File: src/rtl/hamming_7_4_decoder_stream_if.sv
// Stream bundle for the Hamming(7,4) decoder: codeword in, data out.
// Optional out_syndrome under HAMMING_DEC_SYNDROME_OUT_EN.
interface hamming_7_4_decoder_stream_if;
  logic       in_valid;
  logic       in_ready;
  logic [6:0] in_msg;
  logic       out_valid;
  logic       out_ready;
  logic [3:0] out_data;
  logic       out_corrected;
`ifdef HAMMING_DEC_SYNDROME_OUT_EN
  logic [2:0] out_syndrome;
`endif

  modport master (
    output in_valid,
    output in_msg,
    output out_ready,
`ifdef HAMMING_DEC_SYNDROME_OUT_EN
    input  out_syndrome,
`endif
    input  in_ready,
    input  out_valid,
    input  out_data,
    input  out_corrected
  );

  modport slave (
    input  in_valid,
    input  in_msg,
    input  out_ready,
`ifdef HAMMING_DEC_SYNDROME_OUT_EN
    output out_syndrome,
`endif
    output in_ready,
    output out_valid,
    output out_data,
    output out_corrected
  );
endinterface

File: src/rtl/hamming_7_4_decoder_stream.sv
// Two-stage Hamming(7,4) stream decoder with saturating statistics.
// Optional syndrome output/histogram: HAMMING_DEC_SYNDROME_OUT_EN.
module hamming_7_4_decoder_stream #(
  parameter int P     = 3,
  parameter int CNT_W = 16
) (
  input  logic             clk,
  input  logic             rst,
  hamming_7_4_decoder_stream_if.slave bus,
  output logic [CNT_W-1:0] word_count,
  output logic [CNT_W-1:0] corrected_count
);

  localparam int N = (1 << P) - 1;
  localparam int K = N - P;

  function automatic logic [P-1:0] syndrome(
    input logic [N-1:0] m
  );
    logic [P-1:0] s;
    s = '0;
    for (int i = 0; i < N; i++) begin
      for (int b = 0; b < P; b++) begin
        if (((i + 1) & (1 << b)) != 0) begin
          s[b] = s[b] ^ m[i];
        end
      end
    end
    return s;
  endfunction

  function automatic logic [K-1:0] extract(
    input logic [N-1:0] w
  );
    logic [K-1:0] d;
    int           k;
    d = '0;
    k = 0;
    for (int i = 0; i < N; i++) begin
      if (((i + 1) & i) != 0) begin
        d[k] = w[i];
        k++;
      end
    end
    return d;
  endfunction

  logic           s1_valid;
  logic [N-1:0]   s1_msg;
  logic [P-1:0]   s1_syn;
  logic           s2_valid;
  logic [K-1:0]   s2_data;
  logic           s2_corr;
  logic [P-1:0]   s2_syn;

  logic           s1_adv;
  logic           s2_adv;
  logic           out_xfer;
  logic [P-1:0]   syn_in;
  logic [N-1:0]   flip;
  logic [N-1:0]   fixed;
  logic [K-1:0]   fix_data;
  logic           fix_corr;

  // Ready chain: a stage moves when it is empty or its consumer moves.
  always_comb begin
    s2_adv   = !s2_valid || bus.out_ready;
    s1_adv   = !s1_valid || s2_adv;
    out_xfer = s2_valid && bus.out_ready;
    bus.in_ready = s1_adv || rst;
  end

  // Syndrome of the incoming word, then single-bit repair of S1.
  always_comb begin
    syn_in = syndrome(bus.in_msg);
    flip   = '0;
    for (int i = 0; i < N; i++) begin
      flip[i] = (s1_syn == P'(i + 1));
    end
    fixed    = s1_msg ^ flip;
    fix_data = extract(fixed);
    fix_corr = (s1_syn != '0);
  end

  // Stage 1: capture codeword and its syndrome.
  always_ff @(posedge clk) begin
    if (rst) begin
      s1_valid <= 1'b0;
      s1_msg   <= '0;
      s1_syn   <= '0;
    end else if (s1_adv) begin
      s1_valid <= bus.in_valid;
      if (bus.in_valid) begin
        s1_msg <= bus.in_msg;
        s1_syn <= syn_in;
      end
    end
  end

  // Stage 2: register corrected data; holds while stalled.
  always_ff @(posedge clk) begin
    if (rst) begin
      s2_valid <= 1'b0;
      s2_data  <= '0;
      s2_corr  <= 1'b0;
      s2_syn   <= '0;
    end else if (s2_adv) begin
      s2_valid <= s1_valid;
      if (s1_valid) begin
        s2_data <= fix_data;
        s2_corr <= fix_corr;
        s2_syn  <= s1_syn;
      end
    end
  end

  // Output ports straight from the S2 registers.
  always_comb begin
    bus.out_valid     = s2_valid;
    bus.out_data      = s2_data;
    bus.out_corrected = s2_corr;
  end

  // Saturating delivered-word and corrected-word counters.
  always_ff @(posedge clk) begin
    if (rst) begin
      word_count      <= '0;
      corrected_count <= '0;
    end else if (out_xfer) begin
      if (word_count != '1) begin
        word_count <= word_count + CNT_W'(1);
      end
      if (s2_corr && corrected_count != '1) begin
        corrected_count <= corrected_count + CNT_W'(1);
      end
    end
  end

`ifdef HAMMING_DEC_SYNDROME_OUT_EN
  logic [CNT_W-1:0] err_pos_hist [N];

  // Expose the syndrome that travelled with the word.
  always_comb begin
    bus.out_syndrome = s2_syn;
  end

  // Per-position error histogram, saturating, debug only.
  always_ff @(posedge clk) begin
    if (rst) begin
      for (int i = 0; i < N; i++) begin
        err_pos_hist[i] <= '0;
      end
    end else begin
      for (int i = 0; i < N; i++) begin
        if (out_xfer && s2_syn == P'(i + 1)
            && err_pos_hist[i] != '1) begin
          err_pos_hist[i] <= err_pos_hist[i] + CNT_W'(1);
        end
      end
    end
  end
`else
  logic unused_syn;
  always_comb begin
    unused_syn = ^s2_syn;
  end
`endif

endmodule

File: src/flat_wrapper.sv
// flat-port wrapper written by rule: the top's interface ports become plain ports
module hamming_7_4_decoder_stream_flat 
#(
  parameter int P     = 3,
  parameter int CNT_W = 16
)
  (clk, rst, word_count, corrected_count, bus_in_valid, bus_in_msg, bus_out_ready, bus_in_ready, bus_out_valid, bus_out_data, bus_out_corrected);
  hamming_7_4_decoder_stream_if bus_i ();
  input  logic clk;
  input  logic rst;
  output logic [CNT_W-1:0] word_count;
  output logic [CNT_W-1:0] corrected_count;
  input wire logic [$bits(bus_i.in_valid)-1:0] bus_in_valid;
  input wire logic [$bits(bus_i.in_msg)-1:0] bus_in_msg;
  input wire logic [$bits(bus_i.out_ready)-1:0] bus_out_ready;
  output wire logic [$bits(bus_i.in_ready)-1:0] bus_in_ready;
  output wire logic [$bits(bus_i.out_valid)-1:0] bus_out_valid;
  output wire logic [$bits(bus_i.out_data)-1:0] bus_out_data;
  output wire logic [$bits(bus_i.out_corrected)-1:0] bus_out_corrected;
  assign bus_i.in_valid = bus_in_valid;
  assign bus_i.in_msg = bus_in_msg;
  assign bus_i.out_ready = bus_out_ready;
  assign bus_in_ready = bus_i.in_ready;
  assign bus_out_valid = bus_i.out_valid;
  assign bus_out_data = bus_i.out_data;
  assign bus_out_corrected = bus_i.out_corrected;
  hamming_7_4_decoder_stream #(.P(P), .CNT_W(CNT_W)) u_core (.clk(clk), .rst(rst), .bus(bus_i), .word_count(word_count), .corrected_count(corrected_count));
endmodule
File: config.mk
export PLATFORM = sky130hd
export DESIGN_NAME = hamming_7_4_decoder_stream_flat
export DESIGN_NICKNAME = d
export VERILOG_FILES = /design/src/rtl/hamming_7_4_decoder_stream_if.sv /design/src/rtl/hamming_7_4_decoder_stream.sv /design/src/flat_wrapper.sv
export SDC_FILE = /design/constraint.sdc
export NUM_CORES = 1
export LEC_CHECK = 0
export CAP_MARGIN = 10
export CORE_MARGIN = 5
export CORE_UTILIZATION = 57
export DETAILED_ROUTE_END_ITERATION = 12
export DONT_BUFFER_PORTS = 1
export PLACE_DENSITY = 0.71
export SLEW_MARGIN = 0
export SYNTH_ARGS = -nofsm -noshare
export SYNTH_HDL_FRONTEND = slang
export SYNTH_SLANG_ARGS = --single-unit
File: constraint.sdc
create_clock -name clk -period 3.9 [get_ports clk]
set_clock_uncertainty 0.15 [all_clocks]
set_input_delay 0.585 -clock clk [delete_from_list [all_inputs] [get_ports clk]]
set_output_delay 0.585 -clock clk [all_outputs]
set_load 0.02 [all_outputs]
# Word-level counts from Yosys, hierarchy flattened
# Index checks and enable logic that the tools add are counted.
op_classes:
  bitwise_logic: 10
  eq_ne: 9
  add_sub_neg: 2
  n_reduce_logical: 12
op_table:
  columns: ["op", "n"]
  rows:
  - ["adder 16 x 1 -> 16 bit (second input constant)", 2]
  - ["!= test 16 bit (second input constant)", 2]
  - ["== test 3 bit (second input constant)", 4]
  - ["XOR 1 bit", 9]
  - ["AND reduction 2 bit", 4]
  - ["XOR 7 bit", 1]
  - ["== test 3 x 2 -> 1 bit (second input constant)", 2]
  - ["== test 3 x 1 -> 1 bit (second input constant)", 1]
  - ["logical OR 1 bit", 3]
  - ["nonzero test 3 bit", 1]
  - ["logical AND 1 bit", 2]
  - ["logical NOT 1 bit", 2]
totals:
  regBits: 49
  elab_cells: 41
  output_inout_bits: 39
  in_bits: 11

# Longest topological paths before layout
# Gate-level depths: netlist of run 1.
logic_depth:
  depth_word: 4
  mapped_depth: 6
  depth_no_buf: 5

# Worst setup path after synthesis of run 1
# OpenSTA, ideal clock, no wires.
synth_timing:
  path_kind: "register to register"
  startpoint: "register u_core.word_count[0]"
  endpoint: "register u_core.word_count[15]"
  required_ns: 3.659
  t_arrival_ns: 1.663
  setup_ns: 0.091
  synth_period_minus_slack_ns: 1.904
  setup_slack_ns: 1.996
  path_buffers: 0
  path_stages_with_launch: 6
  path_cell_list: "dfxtp_1 > ha_1 > nand3_1 > nor4_4 > nand2_1 > a311oi_1"
synth_via:
  elab_chain_cells: 2
  elab_cells_between_ends: 3
  cone_classes: "1 x add/sub; 1 x eq/ne; 1 x reduce/logical"
synth_rtl:
  columns: ["item", "line", "source"]
  rows:
  - ["from (decl)", "hamming_7_4_decoder_stream.sv:10", "output logic [CNT_W-1:0] word_count,"]
  - ["from (signal assigned)", "hamming_7_4_decoder_stream.sv:131", "word_count <= word_count + CNT_W'(1);"]
  - ["parallel branches: the longest is 2 deep, another holds adder 16 x 1 -> 16 bit", null, null]
# Parallel ways; which one is timed is not known.
# A chain may end at the register's enable or synchronous reset.

# Worst setup path after layout of run 1
layout_timing:
  startpoint: "register u_core.word_count[1]"
  endpoint: "register u_core.word_count[15]"
# The elaborated chain is that of the path after synthesis.

==> impl_metrics.sql, run 1 <==
INSERT INTO impl_metrics (metric_group, metric, value, unit) VALUES
('route', 'drt-initial-drc-count', '140', ''),
('synth', 'synth-seq-area-share', '38.19', '%'),
('final_layout', 'finalNetCount', '289', ''),
('timing', 'slew_violations', '0', ''),
('route', 'detailroute.wirelength.met3', '340', 'µm'),
('clock_network', 'cts_hold_repair.buffers', '0', ''),
('synth', 'dominant_cell_type_by_area_after_synthesis', 'dfxtp_1', ''),
('placed_design', 'gp_congestion', '0.8703', ''),
('placed_design', 'port-buffer-count', '0', ''),
('synth', 'synth.area.top_cells', 'dfxtp_1 (38%), a21oi_1 (4.4%), nor2_1 (4.2%)', ''),
('timing', 'hold_viol', '0', ''),
('floorplan', 'die-width', '75.04', 'µm'),
('floorplan', 'floorplan.initialDensity', '59.42', '%'),
('synth', 'synth.ff_latch_count', '46', ''),
('power_and_ir_drop', 'cellLeakagePower', '0.8902', 'nW'),
('final_layout', 'final_layout_size_suffix_gt1_share', '7.942', '%'),
('min_path', 'hold-path-cell-count', '1', ''),
('setup_path', 'rr_startpoint', 'u_core.word_count[1]$_SDFFE_PP0P_', ''),
('timing', 'final.setup.tns', '0', 'ns'),
('power_and_ir_drop', 'sequentialPowerShare', '58.9', '%'),
('route', 'antenna_violating_nets_post_route', '0', ''),
('setup_path', 'path_max_fanout', '7', ''),
('floorplan', 'rows', '23', ''),
('route', 'top_layer', 'met4', ''),
('clock_network', 'cts.root.buffer_cell', 'clkbuf_8', ''),
('setup_path', 'reg2reg_to', 'u_core.word_count[15]$_SDFFE_PP0P_', ''),
('power_and_ir_drop', 'power_switching_share', '24.15', '%'),
('global_route', 'pin_count_of_the_biggest_net_entering_global_routing', '51', ''),
('final_layout', 'highest_count_cells_in_the_layout_ignoring_fill_and_taps', 'dfxtp_1 (46), nor2_1 (27), a21oi_1 (21), nand2_1 (21), nand3_1 (14)', ''),
('final_layout', 'antenna-diode-count', '0', ''),
('timing', 'max_clock_freq', '0.4639', 'GHz'),
('timing', 'report.final.setup_viol', '0', ''),
('floorplan', 'die_area', '0.005630', 'mm²'),
('power_and_ir_drop', 'max-vdd-ir-drop', '0.0002232', 'V'),
('power_and_ir_drop', 'pwr-share-comb', '4.9', '%'),
('timing', 'min_period_over_period', '55.27', '%'),
('global_route', 'grt_antenna_before_repair', '0', ''),
('clock_network', 'path_clk_slew', '0.08', 'ns'),
('global_route', 'grt.overflow.total', '0', ''),
('global_route', 'via_count_of_the_first_global_routing_pass', '1896', ''),
('min_path', 'holdCritStartpoint', 'rst', ''),
('power_and_ir_drop', 'clkPwrFrac', '36.2', '%'),
('setup_path', 'timing.reg2reg.worst_path_depth', '5', ''),
('synth', 'post-synth-top-area-fraction', '38.19', '%'),
('power_and_ir_drop', 'cell_internal_pwr', '0.0006452', 'W'),
('floorplan', 'core-area', '0.004058', 'mm²'),
('floorplan', 'die_h', '75.04', 'µm'),
('synth', 'postSynthNetCount', '292', ''),
('route', 'met2_wirelength', '2.336', 'mm'),
('setup_path', 'critPathLaunchType', 'flip-flop', ''),
('final_layout', 'area_growth_syn_to_layout', '4.619', '%'),
('clock_network', 'cts_post_setup_buffers_inserted', '0', ''),
('clock_network', 'clk_path_buf_depth', '2', ''),
('synth', 'syn-cell-area', '0.002411', 'mm²'),
('route', 'route.final.wire_length', '5.060', 'mm'),
('outcome', 'run_status', 'finished, final reports clean', ''),
('clock_network', 'number_of_instances_resized_during_post_cts_repair', '0', ''),
('timing', 'max_slew_margin', '55.43', '%'),
('placed_design', 'dp_hpwl', '3.611', 'mm'),
('final_layout', 'layout_commonest_cell', 'dfxtp_1', ''),
('clock_network', 'tritoncts.num_buffers', '5', ''),
('clock_network', 'clock_sinks', '46', ''),
('synth', 'post_synth_cell_types', '44', ''),
('power_and_ir_drop', 'power.total', '0.0008506', 'W'),
('timing', 'worst-slew-pin-transition', '0.6671', 'ns'),
('timing', 'period_minus_slack', '2.156', 'ns'),
('global_route', 'grt_usage', '19.33', '%'),
('setup_path', 'worst_ep_arrival_time', '2.22', 'ns'),
('synth', 'postSynthCellCount', '279', ''),
('setup_path', 'worst-setup-path-type', 'flip-flop to flip-flop', ''),
('route', 'drc', '0', '');
[flip-flops by register name (all words and copies together), names as in the netlist]
name	flops
u_core.s1_syn	3
u_core.s1_valid	1
u_core.corrected_count	16
u_core.word_count	16
u_core.bus.out_valid	1
u_core.bus.out_data	4
u_core.bus.out_corrected	1
u_core.s1_msg	4
[metrics by stage]
step                instance area (µm²)  util, %  instances  worst slack (ns)  hold slack, ns
floorplan                          2411        -        279             1.996          0.3026
global placement                   2427    59.82        319             1.850          0.3165
detailed placement                 2427    59.82        319             1.773          0.3236
CTS                                2522    62.16        327             1.754          0.1847
global route                       2522    62.16        327             1.509          0.1748
finish                             2522    62.16        327             1.744          0.1911
[synthesized netlist by cell type (all sizes together)]
master,n
buf,5
xnor2,7
dfxtp,46
or4,6
o211a,2
nor3,10
o311ai,2
nand3b,2
inv,7
nor2,27
nand2,22
o21ai,9
a31oi,1
a21boi,1
xor2,5
nand2b,1
a211oi,10
a32oi,1
a311oi,2
nor4,7
and2,2
a41oi,1
nor2b,6
and3,9
or3,8
o41ai,2
a21oi,21
o31ai,6
nand3,16
nand4,11
and4,3
mux2i,9
ha,2
mux2,5
clkbuf,5
[power by group through the flow]
stage	logic [W]	clock network, W	registers [W]
2_1_floorplan	0.0000447	0	0.000509
3_3_place_gp	0.0000418	0	0.000512
3_5_place_dp	0.0000421	0	0.000512
4_1_cts	0.0000423	0.000318	0.000501
5_1_grt	0.0000489	0.000339	0.000503
6_report	0.0000416	0.000308	0.000501
[cell type report]
type | instances | area, µm²
fillers | 355 | 1535
clock buffers | 6 | 82.58
well taps | 50 | 62.56
multi-input cells | 216 | 1418
inverters | 7 | 26.28
flip-flops and latches | 46 | 920.9
clock inverters | 2 | 12.51
[metal layers]
layer,vias up,GRT usage (%)
met5,-,0
met2,54,29.79
li1,1037,-
met3,5,6.676
met4,0,5.336
met1,937,25.76
[worst max-delay path by stage]
stage	end	slack (ns)	depth (start not counted)
final	u_core.word_count[15]$_SDFFE_PP0P_	1.74	5
after global placement	u_core.word_count[15]$_SDFFE_PP0P_	1.85	5
after detailed placement	u_core.word_count[15]$_SDFFE_PP0P_	1.77	5
after global routing	u_core.word_count[15]$_SDFFE_PP0P_	1.51	5
after CTS	u_core.word_count[15]$_SDFFE_PP0P_	1.75	5
after floorplan	u_core.word_count[15]$_SDFFE_PP0P_	2.00	5
[worst max-delay path: stages, from the launching register on]
cell	delay, ns
dfxtp_1	0.55
ha_1	0.30
nand3_1	0.22
nor4_4	0.46
nand2_1	0.13
a311oi_1	0.26
[cell families (layout without fill, tap and decap cells)]
| logic type | Yosys count | count (layout) | synth area share [%] |
|---|---|---|---|
| AO/OA/AOI/OAI | 58 | 58 | 15.52 |
| XOR/XNOR | 12 | 12 | 4.359 |
| adder cells (fa/ha/maj) | 2 | 2 | 1.038 |
| buffers and inverters | 17 | 15 | 3.010 |
| flip-flops | 46 | 46 | 38.19 |
| multiplexers | 14 | 14 | 6.072 |
| AND/OR/NAND/NOR | 130 | 130 | 31.81 |
(Power assumes the default switching activity.)
==> inputs of run 2 (changes only) <==
PLACE_DENSITY = 0.74   (was 0.71)
clock period = 1.9 ns   (was 3.9 ns; I/O delays follow)
==> run 2 against run 1 <==
  * Register-to-register slack got worse by 1.7 ns
  * Critical endpoint is now u_core.corrected_count[15]$_SDFFE_PP0P_
  * Combinational power rose to 3.3 times the previous value
  * Non-clock buffer count rose by 50
  * Sequential cell count did not move
  * Sequential share of layout area fell by 5.6 points
  * Cell count rose by 15%
  * Count of clock-buffer cells in the layout did not move
  * Global-route usage rose by 3.4 points
  * Total power rose by 140%
  * Utilization rose by 11 points
==> impl_metrics.sql, run 2 (synthesis results as in run 1) <==
INSERT INTO impl_metrics (metric_group, metric, value, unit) VALUES
('global_route', 'grt_antenna_before_repair', '0', ''),
('clock_network', 'path_clk_slew', '0.09', 'ns'),
('final_layout', 'fillCellCount', '321', ''),
('route', 'wl_per_cell', '15.59', 'µm'),
('power_and_ir_drop', 'power_per_cell_area', '687.3', 'mW/mm²'),
('timing', 'report.final.setup_viol', '0', ''),
('power_and_ir_drop', 'pwr-share-comb', '6.6', '%'),
('floorplan', 'floorplan.initialDensity', '59.42', '%'),
('setup_path', 'worst-setup-path-type', 'flip-flop to flip-flop', ''),
('power_and_ir_drop', 'power.switching', '0.0004404', 'W'),
('setup_path', 'critical-path-max-stage-delay', '0.37', 'ns'),
('final_layout', 'biggestRegsByFlops', 'u_core.corrected_count (16), u_core.word_count (16)', ''),
('timing', 'min_period_over_period', '95.32', '%'),
('timing', 'period_minus_slack', '1.811', 'ns'),
('timing', 'setup_repair_after_global_routing_missed_its_margin', 'false', ''),
('floorplan', 'rows', '23', ''),
('final_layout', 'final_util', '73.64', '%'),
('clock_network', 'clk_path_buf_depth', '2', ''),
('clock_network', 'tritoncts.num_buffers', '5', ''),
('setup_path', 'critical_path.cell_chain', 'ha_1 > nand3_1 > nor2_1 > nor4_1 > mux2_2', ''),
('route', 'route.final.wire_length', '5.877', 'mm'),
('final_layout', 'area_growth_syn_to_layout', '23.92', '%'),
('route', 'antenna_violating_nets_post_route', '0', ''),
('floorplan', 'die-width', '75.04', 'µm'),
('outcome', 'run_status', 'finished, final reports clean', ''),
('timing', 'slew_violations', '0', ''),
('power_and_ir_drop', 'sequentialPowerShare', '49.5', '%'),
('setup_path', 'worst_ep_arrival_time', '1.86', 'ns'),
('setup_path', 'worst-endpoint-required', '1.95', 'ns'),
('final_layout', 'register_area', '923.4', 'µm²'),
('floorplan', 'die_area', '0.005630', 'mm²'),
('route', 'drt_pass1_iterations', '4', ''),
('setup_path', 'critical-path-top-delay-family', 'simple AND/OR/NAND/NOR gates', ''),
('clock_network', 'clock_sinks', '46', ''),
('global_route', 'grt_usage', '22.73', '%'),
('final_layout', 'finalNetCount', '339', ''),
('global_route', 'grt_pass1_wl', '10.09', 'mm'),
('clock_network', 'clock_latency', '0.30', 'ns'),
('setup_path', 'path_max_fanout', '5', ''),
('final_layout', 'final_layout_size_suffix_gt1_share', '22.32', '%'),
('global_route', 'pin_count_of_the_biggest_net_entering_global_routing', '37', ''),
('placed_design', 'dp_hpwl', '4.133', 'mm'),
('final_layout', 'multi_input_area', '0.001433', 'mm²'),
('power_and_ir_drop', 'max-vdd-ir-drop', '0.0005396', 'V'),
('power_and_ir_drop', 'cellLeakagePower', '1.182', 'nW'),
('route', 'drt-initial-drc-count', '164', ''),
('floorplan', 'die_h', '75.04', 'µm'),
('setup_path', 'critPathLaunchType', 'flip-flop', ''),
('floorplan', 'floorplan.io_pins', '50', ''),
('setup_path', 'critical_path.endpoint_type', 'flip-flop', ''),
('route', 'route.detailed.vias_per_inst', '6.109', ''),
('power_and_ir_drop', 'clkPwrFrac', '43.8', '%'),
('route', 'drc', '0', ''),
('timing', 'hold_viol', '0', ''),
('power_and_ir_drop', 'power_switching_share', '21.45', '%'),
('timing', 'worst-slew-pin-transition', '0.4337', 'ns'),
('timing', 'final.setup.tns', '0', 'ns'),
('final_layout', 'highest_count_cells_in_the_layout_ignoring_fill_and_taps', 'buf_4 (44), dfxtp_1 (44), nor2_1 (27)', ''),
('power_and_ir_drop', 'cell_internal_pwr', '0.001613', 'W'),
('clock_network', 'ctsHtreeMaxLevel', '2', ''),
('setup_path', 'crit_slowest_cell', 'mux2_2', ''),
('global_route', 'via_count_of_the_first_global_routing_pass', '2222', ''),
('min_path', 'worst_hold_path_type', 'input pin to flip-flop', ''),
('global_route', 'grt.overflow.total', '0', ''),
('clock_network', 'cts.root.buffer_cell', 'clkbuf_8', ''),
('placed_design', 'port-buffer-count', '0', ''),
('route', 'vias', '2303', ''),
('timing', 'max_slew_margin', '70.87', '%'),
('setup_path', 'path_buf_inv', '0', ''),
('floorplan', 'core-area', '0.004058', 'mm²'),
('timing', 'max_clock_freq', '0.5522', 'GHz'),
('clock_network', 'cts_tree', 'done', ''),
('final_layout', 'antenna-diode-count', '0', ''),
('placed_design', 'gp_congestion', '0.8788', ''),
('run', 'max_cap_violations', '0', '');
## run 2: changes by cell type in the layout (fill, tap and decap cells not counted), sizes merged
cell / delta
clkinvlp: -1
buf: +45
dlygate4sd3: +5
bufinv: +2
clkinv: -1
## run 2: path summary, 6_finish.rpt
kind,slack [ns],depth (start not counted),start,endpoint
worst max-delay path,0.09,5,u_core.corrected_count[0]$_SDFFE_PP0P_,u_core.corrected_count[15]$_SDFFE_PP0P_
worst max register to register,0.09,5,u_core.corrected_count[0]$_SDFFE_PP0P_,u_core.corrected_count[15]$_SDFFE_PP0P_
worst min register to register,0.35,2,u_core.s1_valid$_SDFFE_PP0P_,u_core.bus.out_valid$_SDFFE_PP0P_
worst min-delay path,0.04,3,bus_out_ready,u_core.bus.out_valid$_SDFFE_PP0P_
## run 2: power by group through the flow
stage | registers [W] | logic [W] | clock network [W]
final | 0.00102 | 0.000136 | 0.000900
after global routing | 0.00102 | 0.000154 | 0.000949
after CTS | 0.00102 | 0.000136 | 0.000910
after detailed placement | 0.00104 | 0.000111 | 0
after global placement | 0.00104 | 0.000109 | 0
after floorplan | 0.00104 | 0.0000918 | 0
## run 2: repair_timing
action,CTS,global route
buffers inserted,0,1
setup endpoints to repair,0,11
gates resized for setup,0,6
hold buffers,6,0
hold endpoints to repair,36,0
## run 2: worst register-to-register path: stages, from the launching register on
cell	delay [ns]
dfxtp_2	0.35
ha_1	0.23
nand3_1	0.19
nor2_1	0.12
nor4_1	0.30
mux2_2	0.37
## run 2: final cells by class
class                      count  area share [%]
tap                           50           2.094
inverter                       7          0.8794
sequential                    46           30.90
timing repair buffer          50           13.40
clock inverter                 2           2.010
multi-input combinational    216           47.95
clock buffer                   6           2.764
## run 2: per-stage QoR
stage	cells	cell area (µm²)	power (W)	hold slack (ns)	worst slack, ns
global route	377	2988	0.002126	0.06286	0.002755
global placement	362	2751	0.001148	0.2102	0.04948
floorplan	279	2412	0.001136	0.2645	0.002385
detailed placement	362	2751	0.001151	0.2119	0.06100
CTS	376	2964	0.002064	0.03870	0.04280
finish	377	2988	0.002054	0.04163	0.08901
## run 2: per-layer routing
metal | routed length [µm] | track usage [%] | vias up
met5 | 0 | 0 | -
met4 | 74 | 6.719 | 0
met3 | 387 | 5.207 | 10
met2 | 2895 | 38.20 | 66
met1 | 2519 | 29.05 | 1091
li1 | - | - | 1136
